$ cat src/rtl/bcd_pkg.sv
// Shared BCD digit limits for the two-decade counter.
// Latency: n/a (constants only).
// Backpressure: n/a.
package bcd_pkg;
  localparam logic [3:0] BCD_MAX = 4'd9;
  localparam logic [3:0] BCD_MIN = 4'd0;
endpackage

$ cat src/rtl/bcd_digit.sv
// Single BCD decade: loadable up/down counter with a decade carry/borrow.
// Latency: q updates one cycle after load/en; carry is combinational.
// Backpressure: none; en=0 holds the digit.
module bcd_digit
  import bcd_pkg::*;
(
  input  logic       clk,
  input  logic       rst_n,
  input  logic       en,
  input  logic       up,
  input  logic       load,
  input  logic [3:0] d,
  input  logic [3:0] wrap_val,
  output logic [3:0] q,
  output logic       carry
);

  // Carry on up means 9->0 next edge; on down it flags the 0->wrap_val borrow.
  assign carry = en & (up ? (q == BCD_MAX) : (q == BCD_MIN));

  always_ff @(posedge clk) begin
    if (!rst_n) begin
      q <= BCD_MIN;
    end else if (load) begin
      q <= d;
    end else if (en) begin
      if (up) q <= (q == BCD_MAX) ? BCD_MIN : q + 4'd1;
      else    q <= (q == BCD_MIN) ? wrap_val : q - 4'd1;
    end
  end

endmodule

$ cat src/rtl/bcd_counter2.sv
// Two-digit BCD up/down counter, modulus MODULO, with validated parallel load.
// Latency: count and load_err update one cycle after inputs; tc is combinational.
// Backpressure: none; en=0 and load=0 holds the count.
module bcd_counter2
  import bcd_pkg::*;
#(
  parameter int MODULO = 100
) (
  input  logic       clk,
  input  logic       rst_n,
  input  logic       en,
  input  logic       up,
  input  logic       load,
  input  logic [3:0] d_tens,
  input  logic [3:0] d_ones,
  output logic [3:0] tens,
  output logic [3:0] ones,
  output logic       tc,
  output logic       load_err
);

  localparam logic [3:0] MAX_T = 4'((MODULO - 1) / 10);
  localparam logic [3:0] MAX_O = 4'((MODULO - 1) % 10);
  localparam logic [7:0] MOD8  = 8'(MODULO);

  logic [7:0] load_val;
  logic       load_ok;
  logic       cnt_en;
  logic       at_max;
  logic       wrap;
  logic       digit_load;
  logic       ones_carry;
  logic       tens_carry;
  logic [3:0] d_o;
  logic [3:0] d_t;

  assign load_val = {4'd0, d_tens} * 8'd10 + {4'd0, d_ones};
  assign load_ok  = (d_tens <= BCD_MAX) && (d_ones <= BCD_MAX) && (load_val < MOD8);

  // Any load request, legal or not, blocks counting for that cycle.
  assign cnt_en = en & ~load;
  assign at_max = (tens == MAX_T) && (ones == MAX_O);

  // Down wrap is exactly a borrow out of the tens digit; up wrap must honour MODULO.
  assign wrap = up ? (cnt_en & at_max) : tens_carry;

  // The modulus wrap reuses the digits' load path so it overrides their own counting.
  assign digit_load = (load & load_ok) | wrap;
  assign d_o = load ? d_ones : (up ? BCD_MIN : MAX_O);
  assign d_t = load ? d_tens : (up ? BCD_MIN : MAX_T);

  assign tc = rst_n & wrap;

  bcd_digit u_ones (
    .clk      (clk),
    .rst_n    (rst_n),
    .en       (cnt_en),
    .up       (up),
    .load     (digit_load),
    .d        (d_o),
    .wrap_val (BCD_MAX),
    .q        (ones),
    .carry    (ones_carry)
  );

  bcd_digit u_tens (
    .clk      (clk),
    .rst_n    (rst_n),
    .en       (ones_carry),
    .up       (up),
    .load     (digit_load),
    .d        (d_t),
    .wrap_val (BCD_MAX),
    .q        (tens),
    .carry    (tens_carry)
  );

  always_ff @(posedge clk) begin
    if (!rst_n) load_err <= 1'b0;
    else        load_err <= load & ~load_ok;
  end

endmodule

$ cat config.mk
export PLATFORM = sky130hd
export DESIGN_NAME = bcd_counter2
export DESIGN_NICKNAME = d
export VERILOG_FILES = /design/src/rtl/bcd_pkg.sv /design/src/rtl/bcd_digit.sv /design/src/rtl/bcd_counter2.sv
export SDC_FILE = /design/constraint.sdc
export NUM_CORES = 1
export LEC_CHECK = 0
export ABC_AREA = 1
export ABC_CLOCK_PERIOD_IN_PS = 2900
export CORE_ASPECT_RATIO = 1.4
export CORE_MARGIN = 1
export CORE_UTILIZATION = 52
export CTS_CLUSTER_SIZE = 20
export DETAILED_ROUTE_END_ITERATION = 12
export GPL_ROUTABILITY_DRIVEN = 0
export PLACE_DENSITY_LB_ADDON = 0.12
export SLEW_MARGIN = 5
export SYNTH_ARGS = -nofsm -noshare
export SYNTH_HDL_FRONTEND = slang
export SYNTH_SLANG_ARGS = --single-unit
$ cat constraint.sdc
create_clock -name clk -period 2.9 [get_ports clk]
set_input_delay 0.58 -clock clk [delete_from_list [all_inputs] [get_ports clk]]
set_output_delay 0.58 -clock clk [all_outputs]
set_load 0.1 [all_outputs]
=== Word level (Yosys, flattened, before mapping) ===
Cells that the tools add are included.

* Bits in registers: 9
* Input port bits: 13
* Output and inout port bits: 10

* $add $sub $neg: 5
* Multipliers: 1
* $lt $le $gt $ge: 3
* Equal/unequal tests: 2
* Muxes and demuxes: 16
* Bitwise operators: 10
* Reductions and logical operators: 7

{| class="wikitable"
|+ Operators with widths
! kind !! number
|-
| two-way mux 4 bit || 13
|-
| adder 4 x 1 -> 4 bit (second input constant) || 2
|-
| adder 8 x 4 -> 8 bit || 1
|-
| == test 4 bit (second input constant) || 2
|-
| <= comparator 4 bit (second input constant) || 2
|-
| logical NOT 4 bit || 2
|-
| less-than comparator 8 x 7 -> 1 bit (second input constant) || 1
|-
| subtractor 4 x 1 -> 4 bit (second input constant) || 2
|-
| AND 1 bit || 7
|-
| multiplier 4 x 3 -> 7 bit (second input constant) || 1
|-
| nonzero test 2 bit || 2
|-
| logical AND 1 bit || 3
|-
| two-way mux 1 bit || 3
|-
| NOT 1 bit || 2
|-
| OR 1 bit || 1
|}

=== Logic depth before layout (Yosys ltp) ===
Gate-level depths: netlist (run 1).

* Word-level depth: 7
* Gate-level depth with buffers: 15

=== Hierarchy ===
A second synthesis (run 1) with hierarchy kept.

* Cells, all modules: 235
* Area total of the unflattened synthesis: 1373.8 um^2

{| class="wikitable"
|+ Modules (own cells, without submodules)
! module !! instances !! cells an instance !! area each (um^2) !! seq. area each (um^2)
|-
| bcd_digit || 2 || 70 || 424.2 || 80.1
|-
| bcd_counter2 || 1 || 95 || 525.5 || 20.0
|}

=== Least setup slack after synthesis (run 1) ===
OpenSTA, ideal clock, no wires.

* Kind: register -> output
* From: register u_ones.q[3]
* To: output port tc
* Data arrival time: 3.156 ns
* Data required time: 2.320 ns
* Path slack: -0.836 ns
* Stages on the path, launching flop included: 10
* Path buffers: 1
* Cell sequence: dfxtp_1 -> nand2_2 -> nor2_2 -> nand2_2 -> nand2_2 -> nand2_2 -> nor2_4 -> a21oi_4 -> buf_6 -> nor2_1

* Word-level cells in the longest chain between the ends: 6
* Elaborated cells on any way between the ends: 9
* Those cells by class: eq/ne: 1; mux: 2; bitwise: 4; reduce/logical: 2

{| class="wikitable"
|+ Ends and longest elaborated chain
! what !! RTL line !! text
|-
| start: declaration || bcd_digit.sv:14 || <nowiki>output logic [3:0] q,</nowiki>
|-
| start signal: assignment || bcd_digit.sv:27 || <nowiki>if (up) q <= (q == BCD_MAX) ? BCD_MIN : q + 4'd1;</nowiki>
|-
| start signal: assignment || bcd_digit.sv:28 || <nowiki>else q <= (q == BCD_MIN) ? wrap_val : q - 4'd1;</nowiki>
|-
| == test 4 bit or logical NOT 4 bit (tied branches) || bcd_digit.sv:19, bcd_counter2.sv:42 ||
|-
| two-way mux 1 bit || bcd_digit.sv:19 || <nowiki>assign carry = en & (up ? (q == BCD_MAX) : (q == BCD_MIN));</nowiki>
|-
| AND 1 bit (2 in a row) || bcd_digit.sv:19 ||
|-
| two-way mux 1 bit * || bcd_counter2.sv:45 || <nowiki>assign wrap = up ? (cnt_en & at_max) : tens_carry;</nowiki>
|-
| AND 1 bit * || bcd_counter2.sv:52 || <nowiki>assign tc = rst_n & wrap;</nowiki>
|-
| end: declaration || bcd_counter2.sv:18 || <nowiki>output logic tc,</nowiki>
|}

Every way passes the cells marked *; elsewhere a longest branch is shown, timed or not.

=== Worst setup path after layout (run 1) ===
* From: input port d_tens[1]
* To: register u_ones.q[3]

* Word-level cells in the longest chain between the ends: 7
* Elaborated cells on any way between the ends: 10
* Those cells by class: add/sub: 1; mul: 1; order compare: 2; mux: 1; bitwise: 2; reduce/logical: 3

{| class="wikitable"
|+ Ends and longest elaborated chain
! what !! RTL line !! text
|-
| start: declaration || bcd_counter2.sv:14 || <nowiki>input logic [3:0] d_tens,</nowiki>
|-
| multiplier 4 x 3 -> 7 bit || bcd_counter2.sv:37 || <nowiki>assign load_val = {4'd0, d_tens} * 8'd10 + {4'd0, d_ones};</nowiki>
|-
| adder 8 x 4 -> 8 bit || bcd_counter2.sv:37 ||
|-
| less-than comparator 8 x 7 -> 1 bit || bcd_counter2.sv:38 || <nowiki>assign load_ok = (d_tens <= BCD_MAX) && (d_ones <= BCD_MAX) && (load_val < MOD8);</nowiki>
|-
| logical AND 1 bit * || bcd_counter2.sv:38 ||
|-
| AND 1 bit * || bcd_counter2.sv:48 || <nowiki>assign digit_load = (load & load_ok) | wrap;</nowiki>
|-
| OR 1 bit * || bcd_counter2.sv:48 ||
|-
| two-way mux 4 bit or nonzero test 2 bit (tied branches) || n/a ||
|}

Marks and branches as above.
A chain may end at the register's enable or synchronous reset.

==> qor.yml, run 1 <==
status: "finished clean"
layout.cells.most_common: "nand2_1"
final_max_slew_viol_count: 0
wl_um: 2890
r2r_cells: 11
cap_violations: 0
routed-via-count: 1309
grt_pass1_wl_um: 4950
drive_gt1_share_pct: 25.8
syn_nets: 209
place_hpwl_um: 2370
p_total_w: 0.000699
core-area_mm2: 0.00215
grt_max_degree: 15
hold_class: "flop to flop"
fmax_mhz: 367
r2r-end: "u_tens.q[1]"
cp_max_fo: 6
endpoint: "u_ones.q[3]"
tightest_slew_ns: 0.341
grt_antenna_before_repair: 0
synth_top_area_share_pct: 19.4
routed_via_density: 5.39
ys.warnings.count: 0
fp-row-count: 20
startpoint: "d_tens[1]"
syn_avg_cell_area_um2: 6.29
cts_setup_buffers: 0
finalSetupTns_ns: 0
r2r-start: "u_tens.q[2]"
critPathBufInv: 3
leakagePower_nw: 0.752
drc_errors: 0
diodes: 0
ant_nets: 0
critical_path.slowest_cell: "fa_2"
hold_violations: 0
io_pins: 23
path_delay_family: "adder cells"
grt_overflow: 0
cts_tree: "done"
synthesis.area_mm2: 0.00118
root_buffer: "clkbuf_4"
hp-start: "u_tens.q[3]"
grt_usage_pct: 25.0
die_area_mm2: 0.00247
cp_slowest_stage_delay_ns: 0.45
numCtsBuffers: 3
synthToLayoutAreaGrowth_pct: 30.4
synth_seq_cells: 9
avgRoutedWirePerCell_um: 11.9
seq_area_frac_synth_pct: 15.2
yosysTopAreaCell: "nand2_1"
worstPathArrival_ns: 2.91
period_needed_ns: 2.72
fp.dieH_um: 58.4
drtPass1Iterations: 4
syn_inst: 188
clk_latency_ns: 0.27
reg2reg_slack_ns: 1.14
postCtsHoldBufs: 0
rsz0062_at_grt: "no"
final_cell_mix: "nand2_1, buf_4, nand3_1, inv_1, a21oi_1"
setup_viol: 0
initial_utilization_pct: 54.9
drt_iter0_drc: 25
critical_path_required_ns: 3.09
h-tree-depth: 1
worst_setup_path_end_kind: "flop"
synth_cell_type_count: 29
io_buffers: 22
irDropWorstVdd_v: 0.000245
die_w_um: 42.3
cts.sinks: 9
min_period_over_period_pct: 93.9
cellPowerDensity_mw_per_mm2: 453
max-clock-path-buffers: 2
nets: 243
grt_pass1_vias: 1274
worstSetupStartpointType: "input pin"
dp_slack_ns: -0.337
clock_skew_ns: 0.00396
crit_type: "input pin to flop"
postLayoutSetupSlackWorst_ns: 0.177
relSlewSlack_pct: 77.1
cp.depth: 15
path_clk_slew_ns: 0.06
crit_chain: "dlygate4sd2_1 > ha_1 > ha_2 > inv_2 > fa_2 > nor2_4 > nand2_2 > o21bai_1 > nand2_2 > nor2_4 > nand3_4 > buf_6 > nand3_1 > nand2_1 > a21oi_1"
synth.area.top_cells: "nand2_1, dfxtp_1, ha_1"
[metrics by stage]
| step | instance area, um^2 | hold slack (ns) | utilization, % | instances |
|---|---|---|---|---|
| 2_1_floorplan | 1190 | 0.701 | - | 188 |
| 3_3_place_gp | 1480 | 0.512 | 68.9 | 239 |
| 3_5_place_dp | 1480 | 0.526 | 68.9 | 239 |
| 4_1_cts | 1520 | 0.536 | 70.5 | 243 |
| 5_1_grt | 1540 | 0.554 | 71.6 | 243 |
| 6_report | 1540 | 0.533 | 71.6 | 243 |
[flip-flops by register name, indices dropped and copies added (netlist names)]
signal	flops
u_ones.q	4
u_tens.q	4
load_err	1
[worst reg2reg max path: stages (launching register included)]
cell and delay, ns:
dfxtp_1 0.35, inv_2 0.10, nand2_1 0.07, nor2_1 0.13, nand2_1 0.09, nor3_1 0.33
a21oi_4 0.07, buf_4 0.21, nand2_4 0.12, nand2_1 0.07, nand2_1 0.06, a21oi_1 0.05
[area by class of cell]
| class | count | area (um^2) |
|---|---|---|
| tap | 22 | 27.5 |
| sequential | 9 | 183 |
| inverter | 18 | 67.6 |
| multi-input combinational | 155 | 918 |
| fill | 210 | 611 |
| timing repair buffer | 35 | 319 |
| clock buffer | 4 | 26.3 |
[logic make-up after synthesis]
| logic type | count (synthesis) | share of synthesized area [%] |
|---|---|---|
| AOI/OAI and AO/OA | 28 | 14.3 |
| buffers and inverters | 24 | 9.31 |
| adders and majority gates | 8 | 9.74 |
| DFF | 9 | 15.2 |
| and+or+nand+nor | 111 | 45.5 |
| xor gates and xnor gates | 8 | 5.93 |
[routing by layer]
layer  vias to the layer above  GRT usage, %  part of all wire, %  routed length (um)
li1                        683             -                    -                   -
met1                       587          25.1                   38                1100
met2                        28          49.5                   56                1620
met3                        11          1.53                  1.5                  42
met4                         0          13.8                  4.3                 125
met5                         -             0                    0                   0
[repair_timing]
item                                    CTS  global route
endpoints found under the setup margin    8             8
hold endpoints to repair                  0             0
pin swaps                                 7             1
gates resized for setup                   5             8
[cells in the mapped netlist (all sizes together)]
cell and number:
nand2 68, nand3 20, inv 17, a21oi 15, nor2 15, dfxtp 9
ha 6, nand4 6, o21ai 6, buf 5, xnor2 4, xor2 4
o211ai 3, fa 2, o31ai 2, a211oi 1, clkbuf 1, clkinv 1
nor3 1, o21bai 1, or2 1
[report_power, final]
group	total, W	switching, W	internal [W]
Sequential	0.000171	0.0000300	0.000141
Clock	0.0000983	0.0000452	0.0000531
Combinational	0.000429	0.000286	0.000143
Total	0.000699	0.000361	0.000338
[worst min path at each step]
stage / cells after the start / to / slack (ns)
6_report: 2 / u_tens.q[3] / 0.53
3_5_place_dp: 2 / u_tens.q[3] / 0.53
3_3_place_gp: 2 / u_tens.q[3] / 0.51
4_1_cts: 2 / u_tens.q[3] / 0.54
2_1_floorplan: 2 / u_ones.q[0] / 0.70
5_1_grt: 2 / u_tens.q[3] / 0.55
Note: power is estimated with default switching activity, not from simulation.
==> run 2, diff against run 1 <==
- CORE_UTILIZATION: 52 -> 60
- DONT_BUFFER_PORTS: unset -> 1
==> qor.yml, run 2 (synthesized netlist as in run 1, its figures left out) <==
status: "finished clean"
drc_errors: 0  # unchanged
clock_skew_ns: 0.0138  # +0.00982 ns
root_buffer: "clkbuf_4"
cellPowerDensity_mw_per_mm2: 506  # +12%
wl_um: 2940  # +1.7%
ant_nets: 0  # unchanged
core-area_mm2: 0.00180  # -16%
grt_antenna_before_repair: 0  # unchanged
final_max_slew_viol_count: 0  # unchanged
crit_type: "input pin to flop"
fmax_mhz: 382  # +4.1%
fp-row-count: 18  # -10%
finalSetupTns_ns: 0  # unchanged
initial_utilization_pct: 65.6  # +11 points
avgRoutedWirePerCell_um: 13.6  # +14%
place_hpwl_um: 2450  # +3.3%
hold_violations: 0  # unchanged
critical_path_required_ns: 3.08  # about the same
drt_iter0_drc: 39  # +56%
fp.dieH_um: 54.5  # -6.7%
setup_viol: 0  # unchanged
worstPathArrival_ns: 2.79  # -0.12 ns
grt_pass1_vias: 1179  # -7.5%
max-clock-path-buffers: 2  # unchanged
grt_usage_pct: 32.5  # +7.6 points
path_clk_slew_ns: 0.07  # about the same
routed-via-count: 1275  # -2.6%
leakagePower_nw: 0.617  # -18%
rsz0062_at_grt: "no"
cts_setup_buffers: 0  # unchanged
min_period_over_period_pct: 90.2  # -3.7 points
clk_latency_ns: 0.27  # about the same
cts.sinks: 9  # unchanged
tightest_slew_ns: 0.932  # +0.591 ns
diodes: 0  # unchanged
worst_setup_path_end_kind: "flop"
routed_via_density: 5.88  # +9.1%
postCtsHoldBufs: 0  # unchanged
io_pins: 23  # unchanged
largest_registers: "u_ones.q x4, u_tens.q x4, load_err x1"
cap_violations: 0  # unchanged
drive_gt1_share_pct: 19.8  # -6.0 points
irDropWorstVdd_v: 0.000307  # +25%
io_buffers: 0  # -100%
layout.cells.most_common: "nand2_1"
h-tree-depth: 1  # unchanged
final_cell_mix: "nand2_1, nand3_1, inv_1, a21oi_1, buf_4"
relSlewSlack_pct: 37.8  # -39 points
ff_latch_area_um2: 183  # unchanged
reg2reg_slack_ns: 0.96  # -0.18 ns
hold_class: "input pin to flop"
synthToLayoutAreaGrowth_pct: 9.63
numCtsBuffers: 3  # unchanged
period_needed_ns: 2.62  # -0.107 ns
ctsResizeCount: 0  # -5
fillers: 164  # -22%
nets: 219  # -9.9%
grt_overflow: 0  # unchanged
worstSetupStartpointType: "input pin"
grt_max_degree: 16  # +1
p_total_w: 0.000656  # -6.2%
die_area_mm2: 0.00215  # -13%
grt_pass1_wl_um: 4840  # -2.1%
drtPass1Iterations: 4  # unchanged
multiInputGateArea_um2: 900  # -2.0%
die_w_um: 39.5  # -6.6%
cp_max_fo: 7  # +1
cts_tree: "done"
[run 2: final timing paths]
check                                 start     endpoint  cells after the start
worst min register to register  u_tens.q[3]  u_tens.q[3]                      2
worst max-delay path              d_tens[1]  u_tens.q[2]                     14
worst min-delay path                  rst_n  u_ones.q[0]                      2
worst max register to register  u_ones.q[2]  u_tens.q[2]                     12
[run 2: per-stage QoR]
step / std cells / hold slack [ns] / cell area, um^2 / worst slack [ns] / util (%)
final: 217 / 0.417 / 1300 / 0.285 / 71.9
after global routing: 217 / 0.441 / 1300 / 0.103 / 71.9
after CTS: 217 / 0.421 / 1300 / 0.292 / 71.9
after detailed placement: 213 / 0.521 / 1270 / 0.0261 / 70.5
after global placement: 213 / 0.517 / 1270 / 0.111 / 70.5
after floorplan: 188 / 0.701 / 1190 / 0.00422 / -
[run 2: critical path, cell delays in order]
cell and delay, ns:
ha_1 0.28, ha_1 0.21, inv_1 0.07, fa_1 0.46, nor2_4 0.16, nand2_1 0.10, o21bai_1 0.17, nand2_2 0.09
nor2_4 0.12, nand3_4 0.12, buf_4 0.17, nand3_2 0.05, nand2_1 0.05, a21oi_1 0.15
[run 2: layer usage]
layer	up-vias	track usage [%]	wire, um
met1	594	34.5	1130
met4	0	15.5	68
met3	7	1.63	85
met2	38	62.0	1660
li1	636	-	-
met5	-	0	0
[run 2: cell type report]
class                           instances  area share, %
Multi-Input combinational cell        155           69.4
Inverter                               18           5.21
Sequential cell                         9           14.1
Tap cell                               20           1.93
Clock buffer                            4           2.03
Timing Repair Buffer                   11           7.34
[run 2: power breakdown]
group / switching (W) / total [W] / internal, W
sequential: 0.0000276 / 0.000169 / 0.000141
clock: 0.0000463 / 0.0000994 / 0.0000531
combinational: 0.000273 / 0.000387 / 0.000114
==> run 3, diff against run 2 <==
- SKIP_LAST_GASP: unset -> 1
- TNS_END_PERCENT: unset -> 5
==> results of run 3 <==
No change in the layout: final DEF, timing and power equal those of run 2.
